## src/rtl/dram_impctl_pkg.sv

```systemverilog
// Shared types and constants for the DRAM pad impedance calibration controller.
package dram_impctl_pkg;

  localparam int CODE_W = 8;
  localparam logic [CODE_W-1:0] CODE_MIN = 8'h00;
  localparam logic [CODE_W-1:0] CODE_MAX = 8'hFF;
  localparam logic [CODE_W-1:0] CODE_RST = 8'h80;

  typedef enum logic [2:0] {
    ST_IDLE,
    ST_PU_SETTLE,
    ST_PU_SAMPLE,
    ST_PD_SETTLE,
    ST_PD_SAMPLE,
    ST_WAIT_UPD
  } impctl_state_t;

  typedef enum logic [1:0] {
    DIR_NONE,
    DIR_UP,
    DIR_DN
  } step_dir_t;

endpackage

```

## src/rtl/dram_pad_impctl_if.sv

```systemverilog
// Calibration request/commit bundle between the DRAM controller, replica leg and pad ring.
interface dram_pad_impctl_if;
  import dram_impctl_pkg::*;

  // cal_req is a one-cycle pulse, accepted only while cal_busy is low; upd_allow is a
  // level grant and a commit happens in the first cycle it is high while results wait.
  logic              cal_req;
  logic              upd_allow;
  logic              cmp_out;
  logic              cal_pu_sel;
  logic [CODE_W-1:0] cal_code;
  logic [8:1]        cbu;
  logic [8:1]        cbd;
  logic              cal_busy;
  logic              cal_done;
  logic              cal_err;
  impctl_state_t     dbg_state;

  modport master (
    input  cal_req, upd_allow, cmp_out,
    output cal_pu_sel, cal_code, cbu, cbd, cal_busy, cal_done, cal_err, dbg_state
  );

  modport slave (
    output cal_req, upd_allow, cmp_out,
    input  cal_pu_sel, cal_code, cbu, cbd, cal_busy, cal_done, cal_err, dbg_state
  );

endinterface

```

## src/rtl/dram_impctl_leg_search.sv

```systemverilog
// Single-step up/down code search shared by the pull-up and pull-down legs; converges on
// the second direction reversal, aborts on saturation or iteration overflow.
module dram_impctl_leg_search
  import dram_impctl_pkg::*;
#(
  parameter int                MAX_ITER = 64,
  parameter logic [CODE_W-1:0] RST_CODE = 8'h80
) (
  input  logic              clk,
  input  logic              rst,
  input  logic              load,
  input  logic [CODE_W-1:0] load_code,
  input  logic              step,
  input  logic              step_up,
  output logic [CODE_W-1:0] code,
  output logic [CODE_W-1:0] code_next,
  output logic              converged,
  output logic              abort
);

  localparam int ITER_W = $clog2(MAX_ITER + 1);

  step_dir_t         dir_q;
  step_dir_t         dir_now;
  logic [1:0]        rev_q;
  logic [ITER_W-1:0] iter_q;
  logic              saturate;
  logic              reversal;

  always_comb begin
    dir_now   = step_up ? DIR_UP : DIR_DN;
    saturate  = step_up ? (code == CODE_MAX) : (code == CODE_MIN);
    code_next = step_up ? (code + 1'b1) : (code - 1'b1);
    reversal  = (dir_q != DIR_NONE) && (dir_q != dir_now);
    converged = step && !saturate && reversal && (rev_q == 2'd1);
    // Convergence on the final permitted step wins over the iteration limit.
    abort     = step && (saturate ||
                         (!converged && ((iter_q + 1'b1) == ITER_W'(MAX_ITER))));
  end

  always_ff @(posedge clk) begin
    if (rst) begin
      code   <= RST_CODE;
      dir_q  <= DIR_NONE;
      rev_q  <= 2'd0;
      iter_q <= '0;
    end else if (load) begin
      code   <= load_code;
      dir_q  <= DIR_NONE;
      rev_q  <= 2'd0;
      iter_q <= '0;
    end else if (step && !saturate) begin
      code   <= code_next;
      dir_q  <= dir_now;
      iter_q <= iter_q + 1'b1;
      if (reversal && (rev_q != 2'd2)) rev_q <= rev_q + 1'b1;
    end
  end

endmodule

```

## src/rtl/dram_pad_impctl.sv

```systemverilog
// DRAM SSTL pad impedance calibration: pull-up then pull-down search, committed in an idle window.
// Optional periodic auto-calibration is enabled by defining DRAM_IMPCTL_PERIODIC_EN.
module dram_pad_impctl
  import dram_impctl_pkg::*;
#(
  parameter int                SETTLE_CYC = 8,
  parameter int                MAX_ITER   = 64,
  parameter logic [CODE_W-1:0] CODE_RST   = 8'h80
`ifdef DRAM_IMPCTL_PERIODIC_EN
  ,
  parameter int                PERIOD     = 1 << 20
`endif
) (
  input logic               clk,
  input logic               rst,
  dram_pad_impctl_if.master bus
);

  localparam int SETTLE_W = (SETTLE_CYC > 1) ? $clog2(SETTLE_CYC) : 1;

  impctl_state_t     state_q;
  impctl_state_t     state_d;
  logic [SETTLE_W-1:0] settle_q;
  logic              settle_done;
  logic [CODE_W-1:0] pu_w;
  logic [CODE_W-1:0] pd_w;
  logic [CODE_W-1:0] cbu_q;
  logic [CODE_W-1:0] cbd_q;
  logic              done_q;
  logic              err_q;
  logic              start;
  logic              commit;
  logic              leg_load;
  logic [CODE_W-1:0] leg_load_code;
  logic              leg_step;
  logic [CODE_W-1:0] leg_code;
  logic [CODE_W-1:0] leg_code_next;
  logic              leg_conv;
  logic              leg_abort;

`ifdef DRAM_IMPCTL_PERIODIC_EN
  localparam int PER_W = (PERIOD > 1) ? $clog2(PERIOD) : 1;
  logic [PER_W-1:0] per_q;
  logic             per_wrap;

  assign per_wrap = (per_q == PER_W'(PERIOD - 1));

  always_ff @(posedge clk) begin
    if (rst || per_wrap) per_q <= '0;
    else                 per_q <= per_q + 1'b1;
  end

  // A wrap outside IDLE is simply not acted on by the FSM.
  assign start = bus.cal_req | per_wrap;
`else
  assign start = bus.cal_req;
`endif

  dram_impctl_leg_search #(
    .MAX_ITER (MAX_ITER),
    .RST_CODE (CODE_RST)
  ) u_leg (
    .clk       (clk),
    .rst       (rst),
    .load      (leg_load),
    .load_code (leg_load_code),
    .step      (leg_step),
    .step_up   (bus.cmp_out),
    .code      (leg_code),
    .code_next (leg_code_next),
    .converged (leg_conv),
    .abort     (leg_abort)
  );

  assign settle_done = (settle_q == '0);

  always_comb begin
    state_d       = state_q;
    leg_load      = 1'b0;
    leg_load_code = pu_w;
    leg_step      = 1'b0;
    commit        = 1'b0;
    case (state_q)
      ST_IDLE: begin
        if (start) begin
          state_d       = ST_PU_SETTLE;
          leg_load      = 1'b1;
          leg_load_code = pu_w;
        end
      end
      ST_PU_SETTLE: if (settle_done) state_d = ST_PU_SAMPLE;
      ST_PU_SAMPLE: begin
        leg_step = 1'b1;
        if (leg_abort) begin
          state_d       = ST_IDLE;
          leg_load      = 1'b1;
          leg_load_code = cbu_q;
        end else if (leg_conv) begin
          state_d       = ST_PD_SETTLE;
          leg_load      = 1'b1;
          leg_load_code = pd_w;
        end else begin
          state_d = ST_PU_SETTLE;
        end
      end
      ST_PD_SETTLE: if (settle_done) state_d = ST_PD_SAMPLE;
      ST_PD_SAMPLE: begin
        leg_step = 1'b1;
        if (leg_abort) begin
          state_d       = ST_IDLE;
          leg_load      = 1'b1;
          leg_load_code = cbu_q;
        end else if (leg_conv) begin
          state_d = ST_WAIT_UPD;
        end else begin
          state_d = ST_PD_SETTLE;
        end
      end
      ST_WAIT_UPD: begin
        if (bus.upd_allow) begin
          commit        = 1'b1;
          state_d       = ST_IDLE;
          leg_load      = 1'b1;
          leg_load_code = pu_w;
        end
      end
      default: state_d = ST_IDLE;
    endcase
  end

  always_ff @(posedge clk) begin
    if (rst) begin
      state_q  <= ST_IDLE;
      settle_q <= SETTLE_W'(SETTLE_CYC - 1);
      pu_w     <= CODE_RST;
      pd_w     <= CODE_RST;
      cbu_q    <= CODE_RST;
      cbd_q    <= CODE_RST;
      done_q   <= 1'b0;
      err_q    <= 1'b0;
    end else begin
      state_q <= state_d;
      // Reloaded in every non-settle state so each settle window is exactly SETTLE_CYC long.
      if ((state_q == ST_PU_SETTLE) || (state_q == ST_PD_SETTLE)) begin
        if (!settle_done) settle_q <= settle_q - 1'b1;
      end else begin
        settle_q <= SETTLE_W'(SETTLE_CYC - 1);
      end
      done_q <= commit;
      if ((state_q == ST_IDLE) && start) err_q <= 1'b0;
      else if (leg_abort)                err_q <= 1'b1;
      if (leg_abort) begin
        pu_w <= cbu_q;
        pd_w <= cbd_q;
      end else if ((state_q == ST_PU_SAMPLE) && leg_conv) begin
        pu_w <= leg_code_next;
      end else if ((state_q == ST_PD_SAMPLE) && leg_conv) begin
        pd_w <= leg_code_next;
      end
      if (commit) begin
        cbu_q <= pu_w;
        cbd_q <= pd_w;
      end
    end
  end

  assign bus.cal_pu_sel = (state_q == ST_IDLE) || (state_q == ST_PU_SETTLE) ||
                          (state_q == ST_PU_SAMPLE);
  assign bus.cal_code   = leg_code;
  assign bus.cbu        = cbu_q;
  assign bus.cbd        = cbd_q;
  assign bus.cal_busy   = (state_q != ST_IDLE);
  assign bus.cal_done   = done_q;
  assign bus.cal_err    = err_q;
  assign bus.dbg_state  = state_q;

endmodule

```

## src/flat_wrapper.sv

```systemverilog
// flat-port wrapper written by rule: the top's interface ports become plain ports
module dram_pad_impctl_flat import dram_impctl_pkg::*;
#(
  parameter int                SETTLE_CYC = 8,
  parameter int                MAX_ITER   = 64,
  parameter logic [CODE_W-1:0] CODE_RST   = 8'h80

)
  (clk, rst, bus_cal_req, bus_upd_allow, bus_cmp_out, bus_cal_pu_sel, bus_cal_code, bus_cbu, bus_cbd, bus_cal_busy, bus_cal_done, bus_cal_err, bus_dbg_state);
  dram_pad_impctl_if bus_i ();
  input logic clk;
  input logic rst;
  input wire logic [$bits(bus_i.cal_req)-1:0] bus_cal_req;
  input wire logic [$bits(bus_i.upd_allow)-1:0] bus_upd_allow;
  input wire logic [$bits(bus_i.cmp_out)-1:0] bus_cmp_out;
  output wire logic [$bits(bus_i.cal_pu_sel)-1:0] bus_cal_pu_sel;
  output wire logic [$bits(bus_i.cal_code)-1:0] bus_cal_code;
  output wire logic [$bits(bus_i.cbu)-1:0] bus_cbu;
  output wire logic [$bits(bus_i.cbd)-1:0] bus_cbd;
  output wire logic [$bits(bus_i.cal_busy)-1:0] bus_cal_busy;
  output wire logic [$bits(bus_i.cal_done)-1:0] bus_cal_done;
  output wire logic [$bits(bus_i.cal_err)-1:0] bus_cal_err;
  output wire logic [$bits(bus_i.dbg_state)-1:0] bus_dbg_state;
  assign bus_i.cal_req = bus_cal_req;
  assign bus_i.upd_allow = bus_upd_allow;
  assign bus_i.cmp_out = bus_cmp_out;
  assign bus_cal_pu_sel = bus_i.cal_pu_sel;
  assign bus_cal_code = bus_i.cal_code;
  assign bus_cbu = bus_i.cbu;
  assign bus_cbd = bus_i.cbd;
  assign bus_cal_busy = bus_i.cal_busy;
  assign bus_cal_done = bus_i.cal_done;
  assign bus_cal_err = bus_i.cal_err;
  assign bus_dbg_state = bus_i.dbg_state;
  dram_pad_impctl #(.SETTLE_CYC(SETTLE_CYC), .MAX_ITER(MAX_ITER), .CODE_RST(CODE_RST)) u_core (.clk(clk), .rst(rst), .bus(bus_i));
endmodule
```

## config.mk

```make
export PLATFORM = sky130hd
export DESIGN_NAME = dram_pad_impctl_flat
export DESIGN_NICKNAME = d
export VERILOG_FILES = /design/src/rtl/dram_impctl_pkg.sv /design/src/rtl/dram_pad_impctl_if.sv /design/src/rtl/dram_impctl_leg_search.sv /design/src/rtl/dram_pad_impctl.sv /design/src/flat_wrapper.sv
export SDC_FILE = /design/constraint.sdc
export NUM_CORES = 1
export LEC_CHECK = 0
export ABC_AREA = 1
export CAP_MARGIN = 20
export CORE_MARGIN = 2
export CORE_UTILIZATION = 57
export CTS_CLUSTER_SIZE = 40
export DETAILED_ROUTE_END_ITERATION = 6
export HOLD_SLACK_MARGIN = 0.08
export MAX_ROUTING_LAYER = met4
export PLACE_DENSITY_LB_ADDON = 0.05
export SLEW_MARGIN = 20
export SYNTH_ARGS = -nofsm -noshare
export SYNTH_HDL_FRONTEND = slang
export SYNTH_HIERARCHICAL = 1
export SYNTH_SLANG_ARGS = --single-unit
export TNS_END_PERCENT = 20
```

## constraint.sdc

```tcl
create_clock -name clk -period 3.8 [get_ports clk]
set_clock_uncertainty 0.2 [all_clocks]
set_input_delay 0.76 -clock clk [delete_from_list [all_inputs] [get_ports clk]]
set_output_delay 0.76 -clock clk [all_outputs]
set_load 0.03 [all_outputs]
```

==> results.yml <==
critical_path:
  end_kind: "register"
  rr_startpoint: "u_core/bus.dbg_state[2]"
  cpPeakStageDelay_ns: 0.47
  crit_top_cell: "nor2_1"
  worstSetupStartpointType: "primary input"
  worstPathArrival_ns: 3.38
  worstPathMaxFanout: 8
  path_class: "primary input to register"
  slowest_stage: "clkdlybuf4s50_1"
  worstRegToRegCells: 12
  cpLargestDelayFamily: "simple AND/OR/NAND/NOR gates"
  reg2reg_to: "u_core/u_leg/code[5]"
  critPathBufInv: 3
  path_cells: "clkdlybuf4s50_1 > nand2_1 > inv_1 > nand2_1 > nor2_1 > nor2_1 > nand4_1 > nand2_1 > a21oi_2 > o21ai_0 > nand4_1 > inv_1 > nand4_1 > nor2_1 > nor2_1 > nor2_1"
  rrSetupSlack_ns: 0.63
  required_ns: 3.87
routing:
  vias_per_cell: 5.40
  postRouteAntennaNets: 0
  drc_errors: 0
  vias: 3499
  finalWirelength_um: 9150
  wl_per_cell_um: 14.1
  firstDrtPassIters: 5
  drt-initial-drc-count: 169
yosys:
  muxShareOfSynthArea_pct: 0.316
  synth_xor_xnor_area_share_pct: 1.23
  synth-simple-area-share_pct: 37.2
  synth_top_family_by_area: "simple AND/OR/NAND/NOR gates"
  synth_nets: 549
  ys_seq_elements: 59
  syn_avg_cell_area_sq_um: 6.71
  ys_seq_area_share_pct: 33.2
  synth_cell_types: 38
  yosysWarnings: 6
  syn-cell-area_sq_um: 3560
  synth_cells: 531
  synthAdderAreaFrac_pct: 4.78
  synth_compound_area_share_pct: 14.2
die:
  boundaryPins: 36
  std_cell_rows: 28
  die_x_um: 83.1
  die-area_sq_um: 6900
  fp.coreArea_sq_um: 5990
  die_y_um: 83.1
  initial_core_util_pct: 59.5
cells_and_area:
  fillers: 522
  multi_input_area_sq_um: 2060
  drive_gt1_share_pct: 11.0
  syn2layout_area_growth_pct: 17.9
  fin_cells: 648
  seq_area_sq_um: 1180
  fin_nets: 587
  antenna_cells: 0
pwr:
  power_density_nw_per_um2: 387
  peakVddDrop_uv: 296
  p_leak_uw: 0.00186
sta:
  tns_ns: 0
  hold_violations: 0
  setup_violations: 0
  relSlewSlack_pct: 69.6
  rsz0062_at_grt: "no"
  period_share_pct: 86.9
  slew_violations: 0
  worstMarginPinSlew_ns: 0.457
  fmax_mhz: 303
  fin_crit_ns: 3.30
global_route:
  gr-total-overflow: 0
  antenna_found_initial: 0
  grt_max_degree: 44
  grt_pass1_wl_um: 15300
  grt_usage_pct: 27.8
  grt_pass1_vias: 3278
placed_design:
  io_buffer_count: 35
  gp_congestion: 0.971
  dp_hpwl_um: 6600
  place_inst: 633
clocking:
  cts_setup_buffers: 0
  clkLatencyLatePin_ns: 0.34
  cts_buffer_depth: 2
  ctsResizeCount: 0
  cts_buffers: 9
  h-tree-depth: 3
  cts_tree: "done"
  cts-hold-fix-buffers: 0
  clock_sinks: 59
  clk_pin_slew_worst_paths_ns: 0.06
  clock-root-buffer: "clkbuf_8"
hold_path:
  holdPathEnd: "u_core/u_leg/dir_q[0]"
  holdPathStages: 2
  hold_path_class: "register to register"
  min_from: "u_core/u_leg/dir_q[0]"
flow_run:
  cap_violations: 0
status:
  status: "completed"
-- through the flow --
stage	instance area [sq um]	hold slack, ns	total power (uW)	utilization [%]	setup WS (ns)
after floorplan	3560	0.222	892	-	0.802
after global placement	3980	0.239	980	66.4	0.368
after detailed placement	3980	0.243	984	66.4	0.197
after CTS	4200	0.253	1630	70.1	0.547
after global routing	4200	0.294	1700	70.1	0.176
final	4200	0.248	1620	70.1	0.497
-- where the power goes --
group          internal (uW)  leakage (uW)  switching (uW)  total (uW)
registers                636      0.000477            26.5         663
clock network            401      0.000115             246         648
logic                    108       0.00127             206         314
-- worst max-delay path by stage --
stage                                 start                   end  slack (ns)  cells past startpoint
floorplan           u_core/bus.dbg_state[0]  u_core/u_leg/code[5]        0.80                     16
CTS                             bus_cmp_out  u_core/u_leg/code[5]        0.55                     16
global route                    bus_cmp_out  u_core/u_leg/code[5]        0.18                     16
detailed placement              bus_cmp_out  u_core/u_leg/code[5]        0.20                     16
global placement                bus_cmp_out  u_core/u_leg/code[1]        0.37                     17
finish                          bus_cmp_out  u_core/u_leg/code[5]        0.50                     16
-- Yosys cell counts --
master	n	area (sq um)
nand3b_4	1	20.0
buf_1	1	3.75
nand4_4	1	21.3
xnor2_1	2	17.5
nand2_1	166	623
a21oi_2	3	26.3
clkinv_2	2	10.0
nand3_4	1	17.5
o21ai_0	19	95.1
nor3_1	2	10.0
mux2_2	1	11.3
inv_2	5	18.8
buf_6	2	22.5
clkbuf_1	6	22.5
o21ai_2	1	8.76
a21boi_0	5	37.5
a211oi_2	2	25.0
a21oi_1	52	260
nand2_2	7	43.8
ha_1	12	150
nand3b_1	4	30.0
and2_1	2	12.5
inv_1	54	203
o211ai_1	5	37.5
o21bai_1	1	7.51
buf_2	6	30.0
nand4_1	12	75.1
nor2_1	33	124
nor2_2	7	43.8
buf_8	1	15.0
dfxtp_1	59	1180
nor2_4	2	22.5
nand2_4	5	56.3
fa_1	1	20.0
xor2_1	3	26.3
nand3_1	43	215
o21a_1	1	7.51
nand3_2	1	10.0
-- cell families (layout without fill, tap and decap cells) --
kind of cell    Yosys count  in the layout
simple gates            287            287
xor+xnor                  5              5
flops                    59             59
fa+ha+maj                13             13
compound gates           89             89
mux                       1              1
buf+inv                  77            119
-- state kept, by name (all words and copies together), names as in the netlist --
register / cells
u_core/u_leg/rev_q: 2
u_core/bus.cal_done: 1
u_core/settle_q: 3
u_core/u_leg/dir_q: 2
u_core/u_leg/iter_q: 7
u_core/bus.cbu: 8
u_core/pu_w: 8
u_core/pd_w: 8
u_core/u_leg/code: 8
u_core/bus.cal_err: 1
u_core/bus.cbd: 8
u_core/bus.dbg_state: 3
-- routing by layer --
layer  vias up  part of all wire, %  global-route usage, %
met2        96                   48                   45.4
met1      1592                   46                   34.4
li1       1799                    -                      -
met5         -                    0                      -
met4         0                  1.3                   8.35
met3        12                  5.2                   6.56
-- layout make-up --
class | instances | share of cell area, %
clock buffers | 11 | 3.60
clock inverters | 4 | 1.76
inverters | 61 | 5.51
multi-input cells | 395 | 49.0
flip-flops and latches | 59 | 28.1
well taps | 75 | 2.23
repair buffers | 43 | 9.77
-- worst reg2reg max path: stages, from the launching register on --
cell and delay (ns):
dfxtp_1 0.58, nand2_2 0.22, nand2_1 0.39, nand4_1 0.18
nand2_1 0.11, a21oi_2 0.10, o21ai_0 0.30, nand4_1 0.23
inv_1 0.28, nand4_1 0.21, nor2_1 0.17, nor2_1 0.06
nor2_1 0.07
-- layout by cell type, fill, tap and decap left out, types with 8 or more instances in the layout --
| cell type | instances |
|---|---|
| a21oi_1 | 51 |
| clkbuf_8 | 11 |
| clkdlybuf4s50_1 | 35 |
| dfxtp_1 | 59 |
| ha_1 | 12 |
| o21ai_0 | 19 |
| nand2_1 | 166 |
| inv_1 | 54 |
| nand4_1 | 12 |
| nor2_1 | 33 |
| nand3_1 | 43 |
| buf_4 | 8 |
(Power assumes the default switching activity.)
==> edit: new RTL, same flow settings <==
`MAX_ITER` is set to 64 in 3 places; all go to 32.
--- a/src/rtl/dram_impctl_leg_search.sv
+++ b/src/rtl/dram_impctl_leg_search.sv
@@ -3,7 +3,7 @@
 module dram_impctl_leg_search
   import dram_impctl_pkg::*;
 #(
-  parameter int                MAX_ITER = 64,
+  parameter int                MAX_ITER = 32,
   parameter logic [CODE_W-1:0] RST_CODE = 8'h80
 ) (
   input  logic              clk,
--- a/src/rtl/dram_pad_impctl.sv
+++ b/src/rtl/dram_pad_impctl.sv
@@ -4,7 +4,7 @@
   import dram_impctl_pkg::*;
 #(
   parameter int                SETTLE_CYC = 8,
-  parameter int                MAX_ITER   = 64,
+  parameter int                MAX_ITER   = 32,
   parameter logic [CODE_W-1:0] CODE_RST   = 8'h80
 `ifdef DRAM_IMPCTL_PERIODIC_EN
   ,
--- a/src/flat_wrapper.sv
+++ b/src/flat_wrapper.sv
@@ -2,7 +2,7 @@
 module dram_pad_impctl_flat import dram_impctl_pkg::*;
 #(
   parameter int                SETTLE_CYC = 8,
-  parameter int                MAX_ITER   = 64,
+  parameter int                MAX_ITER   = 32,
   parameter logic [CODE_W-1:0] CODE_RST   = 8'h80
 
 )
Formal check against the unedited RTL: same outputs for any inputs over 10 cycles, from zero or initial values and one cycle with rst high; that may be too few to reach the edited logic, so the function may still have changed.
==> edit against the unedited design <==
Clock power fell by 3.2%; total power fell by 2.4%; global-route usage barely moved; fmax fell by 4.9%; die area fell by 5.2%; setup slack got worse by 0.17 ns; critical path depth fell by 1; wire length fell by 8.2%; synthesized area fell by 5.4%; sequential power fell by 2%; first-iteration DRC count rose by 27%; final area fell by 4.9%; sequential cell count fell by 1; critical path type unchanged.
==> edit: results <==
{
  "cts_buffer_depth": 2,
  "place_inst": 612,
  "port-buffer-count": 35,
  "drt-initial-drc-count": 214,
  "num_antenna_cells": 0,
  "p_sw_mw": 0.4694,
  "crit_family": "simple AND/OR/NAND/NOR gates",
  "vias": 3398,
  "synth_area_leaders": "dfxtp_1, nand2_1, a21oi_1",
  "ant_nets": 0,
  "dpl_cell_area_um2": 3774,
  "insertion_delay_ns": 0.34,
  "grt_pass1_wl_um": 13770,
  "async_flop_share_pct": 0,
  "track_usage_pct": 27.86,
  "critical-path-slowest-cell": "clkdlybuf4s50_1",
  "cp.arrival_ns": 3.53,
  "htree_levels": 3,
  "nNetsFinal": 566,
  "synth_commonest_cells": "nand2_1, dfxtp_1, a21oi_1",
  "first_pass_iters": 5,
  "ys_seq_area_share_pct": 34.46,
  "dp_hpwl_um": 6062,
  "grt_pass1_vias": 3029,
  "total_leakage_power_nw": 1.764,
  "grt_antenna_before_repair": 0,
  "wl_per_cell_um": 13.37,
  "clockRootBuffer": "clkbuf_8",
  "hp-class": "reg2reg",
  "vdd_drop_max_mv": 0.3470,
  "status": "finished clean",
  "numCtsBuffers": 9,
  "drive_gt1_share_pct": 8.861,
  "synth_fp_nets": 530,
  "avgSynthCellArea_um2": 6.581,
  "wl_um": 8395,
  "critPathMaxStageDelay_ns": 0.59,
  "path_clk_slew_ns": 0.06,
  "critPathMaxFanout": 10,
  "grt_max_degree": 36,
  "place.gp.congestion": 0.9283,
  "yosysUniqueCellTypes": 36,
  "worstMarginPinSlew_ns": 0.4476,
  "yosys_warnings": 6
}
edit: changes by cell type after synthesis, sizes merged, moves of 2 or more:
cell / change
inv: -6
nand2: -5
nor2: -4
nand3b: -3
o21ai: +3
nand4: -2
edit: worst paths after layout:
check                                       startpoint               endpoint  slack (ns)  cells after the start
worst max-delay path                       bus_cmp_out   u_core/u_leg/code[4]        0.33                     15
worst min-delay path             u_core/u_leg/dir_q[0]  u_core/u_leg/dir_q[0]        0.25                      2
worst max register to register  u_core/u_leg/iter_q[0]   u_core/u_leg/code[4]        0.73                     15
worst min register to register   u_core/u_leg/dir_q[0]  u_core/u_leg/dir_q[0]        0.25                      2
edit: final cells by class:
cell class / count / area, um^2 / area share (%)
inverters: 54 / 206.4 / 5.169
clock inverters: 6 / 80.08 / 2.005
multi-input cells: 384 / 1919 / 48.06
flip-flops and latches: 58 / 1161 / 29.07
repair buffers: 41 / 395.4 / 9.900
well taps: 75 / 93.84 / 2.350
clock buffers: 10 / 137.6 / 3.446
edit: power by group through the flow:
stage	Combinational (mW)	Sequential, mW	Clock, mW
floorplan	0.193	0.685	0
global route	0.340	0.657	0.664
finish	0.305	0.653	0.627
global placement	0.295	0.667	0
CTS	0.303	0.654	0.636
detailed placement	0.299	0.667	0
edit: tightest hold or removal path, cell delays in order (launching register included):
cell and delay, ns:
dfxtp_1 0.30, inv_1 0.07, a21oi_2 0.05
edit: metal layers:
metal	global-route usage [%]	wire length, um
met3	5.667	471
met2	42.40	3749
met1	36.47	4050
met4	10.85	125
met5	-	0
edit: logic make-up after synthesis:
kind of cell | Yosys count | share of synthesized area [%]
flip-flops | 58 | 34.46
buffers and inverters | 70 | 8.763
XOR/XNOR | 5 | 1.300
multiplexers | 1 | 0.3342
AND/OR/NAND/NOR | 272 | 35.13
AO/OA/AOI/OAI | 93 | 14.97
adder cells (fa/ha/maj) | 13 | 5.050
edit: stage by stage:
step | hold WS (ns) | setup WS [ns]
floorplan | 0.2289 | 0.6810
global placement | 0.2403 | 0.1032
detailed placement | 0.2458 | -0.03677
CTS | 0.2562 | 0.2949
global route | 0.2813 | -0.01970
finish | 0.2528 | 0.3277
edit: timing repair:
item,4_1_cts,5_1_grt
resized for setup,0,1
endpoints found under the setup margin,0,1
buffers inserted,0,0
